`config.mk`:
```
export PLATFORM = sky130hd
export DESIGN_NAME = csr_req_sequencer
export DESIGN_NICKNAME = d
export VERILOG_FILES = /design/src/rtl/drac_pkg.sv /design/src/rtl/csr_req_sequencer.sv
export SDC_FILE = /design/constraint.sdc
export NUM_CORES = 1
export LEC_CHECK = 0
export ABC_AREA = 1
export CORE_MARGIN = 4
export CORE_UTILIZATION = 37
export DETAILED_ROUTE_END_ITERATION = 10
export HOLD_SLACK_MARGIN = 0.08
export PLACE_DENSITY_LB_ADDON = 0.25
export SLEW_MARGIN = 20
export SYNTH_ARGS = -nofsm -noshare
export SYNTH_HDL_FRONTEND = slang
export SYNTH_SLANG_ARGS = --single-unit
```
`constraint.sdc`:
```
create_clock -name clk_i -period 1.3 [get_ports clk_i]
set_input_delay 0.26 -clock clk_i [delete_from_list [all_inputs] [get_ports clk_i]]
set_output_delay 0.26 -clock clk_i [all_outputs]
set_load 0.05 [all_outputs]
```
`src/rtl/drac_pkg.sv`:
```
// Shared core types for the CSR path: command encoding, address width, sequencer states.
// Latency: n/a (types and constants only).
// Backpressure: n/a.
package drac_pkg;

  localparam int CSR_CMD_SIZE  = 4;
  localparam int CSR_ADDR_SIZE = 12;

  typedef logic [63:0] bus64_t;

  typedef enum logic [CSR_CMD_SIZE-1:0] {
    CSR_CMD_NOPE     = 4'd0,
    CSR_CMD_WRITE    = 4'd1,
    CSR_CMD_SET      = 4'd2,
    CSR_CMD_CLEAR    = 4'd3,
    CSR_CMD_SYS      = 4'd4,
    CSR_CMD_READ     = 4'd5,
    CSR_CMD_RW       = 4'd6,
    CSR_CMD_VSETVL   = 4'd7,
    CSR_CMD_VSETVLI  = 4'd8,
    CSR_CMD_VSETIVLI = 4'd9,
    CSR_CMD_VLEFF    = 4'd10
  } csr_cmd_t;

  typedef enum logic [2:0] {
    IDLE  = 3'd0,
    REQ   = 3'd1,
    WAIT  = 3'd2,
    FLUSH = 3'd3,
    DONE  = 3'd4
  } csr_seq_state_t;

  // Everything except a pure read may change architectural state the
  // younger instructions already depend on, so it forces a pipeline flush.
  function automatic logic csr_has_side_effect(input csr_cmd_t cmd);
    return (cmd != CSR_CMD_READ) && (cmd != CSR_CMD_NOPE);
  endfunction

endpackage

```
`src/rtl/csr_req_sequencer.sv`:
```
// Serialises one commit CSR request into the CSR file; one request in flight, bounded wait.
// Latency: read completes 3 cycles after req_i, side-effect commands 4 (ready=1, response next cycle).
// Backpressure: request fields held stable until csr_req_ready_i; commit stalled while busy.
module csr_req_sequencer
  import drac_pkg::*;
#(
  parameter int TIMEOUT_CYCLES = 64,
  parameter int CNT_W          = $clog2(TIMEOUT_CYCLES)
) (
  input  logic                     clk_i,
  input  logic                     rstn_i,
  input  logic                     req_i,
  input  logic [CSR_CMD_SIZE-1:0]  cmd_i,
  input  logic [CSR_ADDR_SIZE-1:0] addr_i,
  input  logic [63:0]              wdata_i,
  input  logic                     kill_i,
  output logic                     csr_req_valid_o,
  output logic [CSR_CMD_SIZE-1:0]  csr_req_cmd_o,
  output logic [CSR_ADDR_SIZE-1:0] csr_req_addr_o,
  output logic [63:0]              csr_req_data_o,
  input  logic                     csr_req_ready_i,
  input  logic                     csr_resp_valid_i,
  input  logic [63:0]              csr_resp_rdata_i,
  input  logic                     csr_resp_xcpt_i,
  output logic                     stall_commit_o,
  output logic                     resp_valid_o,
  output logic [63:0]              resp_rdata_o,
  output logic                     resp_xcpt_o,
  output logic                     timeout_o,
  output logic                     flush_o,
  output logic                     busy_o
);

  localparam logic [CNT_W-1:0] CNT_LAST = CNT_W'(TIMEOUT_CYCLES - 1);

  csr_seq_state_t           state_q, state_d;
  csr_cmd_t                 cmd_q, cmd_d;
  logic [CSR_ADDR_SIZE-1:0] addr_q, addr_d;
  bus64_t                   wdata_q, wdata_d;
  bus64_t                   rdata_q, rdata_d;
  logic                     xcpt_q, xcpt_d;
  logic                     tout_q, tout_d;
  logic [CNT_W-1:0]         cnt_q, cnt_d;

  logic accept;
  logic timeout_hit;

  // A NOPE command is not a real access: it neither starts a sequence nor stalls commit.
  assign accept      = req_i && !kill_i && (csr_cmd_t'(cmd_i) != CSR_CMD_NOPE);
  assign timeout_hit = (cnt_q == CNT_LAST);

  // State register
  always_ff @(posedge clk_i or negedge rstn_i) begin
    if (!rstn_i) begin
      state_q <= IDLE;
    end else begin
      state_q <= state_d;
    end
  end

  // Next-state: kill only matters before the CSR file accepts; a same-cycle response beats timeout
  always_comb begin
    state_d = state_q;
    case (state_q)
      IDLE: begin
        if (accept) state_d = REQ;
      end
      REQ: begin
        if (kill_i)               state_d = IDLE;
        else if (csr_req_ready_i) state_d = WAIT;
      end
      WAIT: begin
        if (csr_resp_valid_i) begin
          if (csr_resp_xcpt_i || !csr_has_side_effect(cmd_q)) state_d = DONE;
          else                                                state_d = FLUSH;
        end else if (timeout_hit) begin
          state_d = DONE;
        end
      end
      FLUSH:   state_d = DONE;
      DONE:    state_d = IDLE;
      default: state_d = IDLE;
    endcase
  end

  // Datapath next values: request latches load only on entry to REQ, response captured in WAIT
  always_comb begin
    cmd_d   = cmd_q;
    addr_d  = addr_q;
    wdata_d = wdata_q;
    rdata_d = rdata_q;
    xcpt_d  = xcpt_q;
    tout_d  = tout_q;
    cnt_d   = cnt_q;

    if ((state_q == IDLE) && accept) begin
      cmd_d   = csr_cmd_t'(cmd_i);
      addr_d  = addr_i;
      wdata_d = wdata_i;
      rdata_d = '0;
      xcpt_d  = 1'b0;
      tout_d  = 1'b0;
    end

    if ((state_q == REQ) && csr_req_ready_i) begin
      cnt_d = '0;
    end

    if (state_q == WAIT) begin
      cnt_d = cnt_q + CNT_W'(1);
      if (csr_resp_valid_i) begin
        rdata_d = csr_resp_rdata_i;
        xcpt_d  = csr_resp_xcpt_i;
        tout_d  = 1'b0;
      end else if (timeout_hit) begin
        xcpt_d  = 1'b1;
        tout_d  = 1'b1;
      end
    end
  end

  // Datapath registers
  always_ff @(posedge clk_i or negedge rstn_i) begin
    if (!rstn_i) begin
      cmd_q   <= CSR_CMD_NOPE;
      addr_q  <= '0;
      wdata_q <= '0;
      rdata_q <= '0;
      xcpt_q  <= 1'b0;
      tout_q  <= 1'b0;
      cnt_q   <= '0;
    end else begin
      cmd_q   <= cmd_d;
      addr_q  <= addr_d;
      wdata_q <= wdata_d;
      rdata_q <= rdata_d;
      xcpt_q  <= xcpt_d;
      tout_q  <= tout_d;
      cnt_q   <= cnt_d;
    end
  end

  // Outputs: decoded from state; stall also covers the cycle a new request appears
  always_comb begin
    csr_req_valid_o = (state_q == REQ);
    csr_req_cmd_o   = cmd_q;
    csr_req_addr_o  = addr_q;
    csr_req_data_o  = wdata_q;
    busy_o          = (state_q != IDLE);
    stall_commit_o  = (state_q != IDLE) || accept;
    flush_o         = (state_q == FLUSH);
    resp_valid_o    = (state_q == DONE);
    resp_rdata_o    = rdata_q;
    resp_xcpt_o     = (state_q == DONE) && xcpt_q;
    timeout_o       = (state_q == DONE) && tout_q;
  end

endmodule
```
==> results.json <==
{
  "outcome": "finished with violations",
  "violations": "setup timing",
  "overflow": 0,
  "synthTopCellsByArea": "dfrtp_1, nand2_1, nand3_1, inv_1, o21ai_0",
  "grt_use_met3": 0.1108,
  "cts_sinks": 155,
  "worst_pin_slew_ns": 0.3917,
  "fmaxAchievable_mhz": 584.5,
  "routed_via_density": 5.060,
  "yosys_warnings": 0,
  "cts_buffer_depth": 2,
  "antenna_found_initial": 0,
  "met2_usage": 0.4062,
  "syn-cell-area_sq_um": 6446,
  "end_kind": "output port",
  "clk_pin_slew_worst_paths_ns": 0.07,
  "finalNetCount": 1313,
  "ant_nets": 0,
  "drtIter0Drc": 384,
  "leakage_nw": 7.038,
  "synth_edf_count": 0,
  "synth_top_cells_by_count": "nand2_1, dfrtp_1, inv_1, nand3_1, o21ai_0",
  "drive_gt1_frac": 0.5034,
  "fin_ws_ns": -0.4108,
  "synth_top_area_frac": 0.6017,
  "gp_congestion": 0.7993,
  "ys_async_sr_fraction": 1.000,
  "maxSlewViolCount": 0,
  "tritoncts": "done",
  "place_ws_ns": -0.4556,
  "regToRegStartpoint": "state_q[0]",
  "wl_per_cell_um": 21.42,
  "cap_violations": 0,
  "power.total_mw": 42.90,
  "final_hold_viol_count": 0,
  "finalSetupViolCount": 162,
  "drc": 0,
  "layout_min_cycle_time_ns": 1.711,
  "ir_drop_mv": 2.405,
  "combinationalPowerShare": 0.649,
  "syn_area_per_cell_sq_um": 8.941,
  "num_antenna_cells": 0,
  "yosys.area.top_type": "dfrtp_1",
  "start_util": 0.3833,
  "reg2reg_slack_ns": -0.38,
  "slew_headroom": 0.7380,
  "dp.final_hpwl_um": 16310,
  "wl_um": 29860,
  "ys_ff_latch": 155,
  "timing.rr.end": "csr_req_data_o[39]",
  "routed-via-count": 7054,
  "powerDensity_nw_per_um2": 2933,
  "timing.final.crit_share": 1.316,
  "arrival_ns": 1.45,
  "p_sw_mw": 19.14,
  "grt_max_degree": 45,
  "numPortBuffers": 301,
  "cts_root_buf": "clkbuf_16",
  "crit_type": "flip-flop to output port",
  "grt_pass1_wl_um": 36730,
  "p_int_mw": 23.76,
  "fp.dieW_um": 140.0,
  "min_path_type": "input port to asynchronous set/reset pin",
  "startpoint_type": "flip-flop",
  "syn_to_final_growth_pct": 126.9,
  "ys.flop_type": "dfrtp_1",
  "busiest_layer": "met2",
  "rsz0062_at_grt": "yes",
  "seq_area_frac_synth": 0.6017,
  "h-tree-depth": 4,
  "sw_frac_of_total": 0.4462,
  "die_h_um": 140.0,
  "synth.distinct_cells": 21,
  "insertion_delay_ns": 0.43,
  "syn_inst": 721,
  "io_pins": 302,
  "first_pass_iters": 5,
  "cts_made_buffers": 17,
  "row_count": 47,
  "fill_cells": 688,
  "yosysMostFrequentCell": "nand2_1",
  "finClkSkew_ns": 0.01860,
  "grt_usage": 0.2378,
  "core_sq_um": 16820,
  "dieArea_sq_um": 19600,
  "worstPathMaxFanout": 3,
  "syn-num-nets": 873,
  "r2r_cells": 10,
  "cp.required_ns": 1.04,
  "seq_power_share": 0.233,
  "clkPwrFrac": 0.118,
  "grt_pass1_vias": 6750,
  "grt_use_met1": 0.2691
}
==> timing repair <==
action                                 in CTS  in global routing
cloned                                      9                 18
resized for setup                          40                246
hold buffers                                1                  0
pin swaps                                   7                 32
endpoints found under the hold margin     155                  0
buffers inserted                           21                 69
setup endpoints to repair                 169                259
==> worst max path at each step <==
stage | slack (ns) | start | endpoint
floorplan | -0.25 | state_q[1] | resp_xcpt_o
global placement | -0.40 | req_i | csr_req_data_o[3]
detailed placement | -0.46 | req_i | csr_req_data_o[5]
CTS | -0.38 | state_q[0] | stall_commit_o
global route | -0.46 | state_q[0] | timeout_o
finish | -0.41 | state_q[0] | stall_commit_o
==> metal layers <==
layer,wire length (um),up-vias
li1,-,3129
met1,10550,3481
met2,15650,373
met3,2689,71
met4,966,0
met5,0,-
==> placed cells by master (no fill, tap or decap), drive strengths merged <==
cell	instances
o21ai	83
ha	1
dlygate4sd3	1
nand4	1
dfrtp	155
clkinv	4
clkinvlp	5
bufinv	2
clkdlybuf4s50	149
clkbuf	36
nor2	20
a21oi	7
nand3	76
o21bai	2
inv	101
nand2	238
buf	293
==> cell families (layout without fill, tap and decap cells) <==
logic type / Yosys count / count (layout) / synth area share
fa+ha+maj: 1 / 1 / 0.001941
compound gates: 92 / 92 / 0.07337
buf+inv: 138 / 591 / 0.1069
simple gates: 335 / 335 / 0.2160
flops: 155 / 155 / 0.6017
==> worst max-delay path, stage by stage, from the launching register on <==
cell     delay, ns
dfrtp_1       0.41
inv_2         0.10
nand2_4       0.08
nor2_4        0.13
buf_6         0.13
nand2_4       0.05
buf_12        0.14
==> layout make-up <==
| type | count | area [sq um] | area share |
|---|---|---|---|
| timing repair buffer | 459 | 6540 | 0.4471 |
| multi-input combinational | 428 | 2908 | 0.1988 |
| clock buffer | 20 | 456.7 | 0.03122 |
| tap | 220 | 275.3 | 0.01882 |
| clock inverter | 12 | 137.6 | 0.009410 |
| sequential | 155 | 3915 | 0.2677 |
| inverter | 100 | 394.1 | 0.02695 |
==> sequential cells by signal, indices dropped and copies added (netlist names) <==
name            count
csr_req_cmd_o       4
tout_q              1
resp_rdata_o       64
csr_req_addr_o     12
state_q             3
csr_req_data_o     64
cnt_q               6
xcpt_q              1
==> power by group through the flow <==
stage | combinational [mW] | clock [mW] | sequential [mW]
after floorplan | 3.95 | 0 | 15.8
after global placement | 22.2 | 0 | 9.59
after detailed placement | 22.5 | 0 | 9.71
after CTS | 23.9 | 5.11 | 9.66
after global routing | 28.8 | 5.39 | 10.2
final | 27.9 | 5.07 | 9.98
==> per-stage QoR <==
stage            util  hold WS, ns  TNS, ns  std cells  cell area [sq um]
2_1_floorplan       -     -0.03559   -9.747        721               6874
3_3_place_gp   0.7016       0.1692   -52.86       1249              11800
3_5_place_dp   0.7016       0.1695   -57.47       1249              11800
4_1_cts        0.7724       0.2853   -48.50       1312              12990
5_1_grt        0.8697       0.2915   -52.88       1394              14630
6_report       0.8697       0.2934   -44.63       1394              14630
Note: power is estimated with default switching activity, not from simulation.
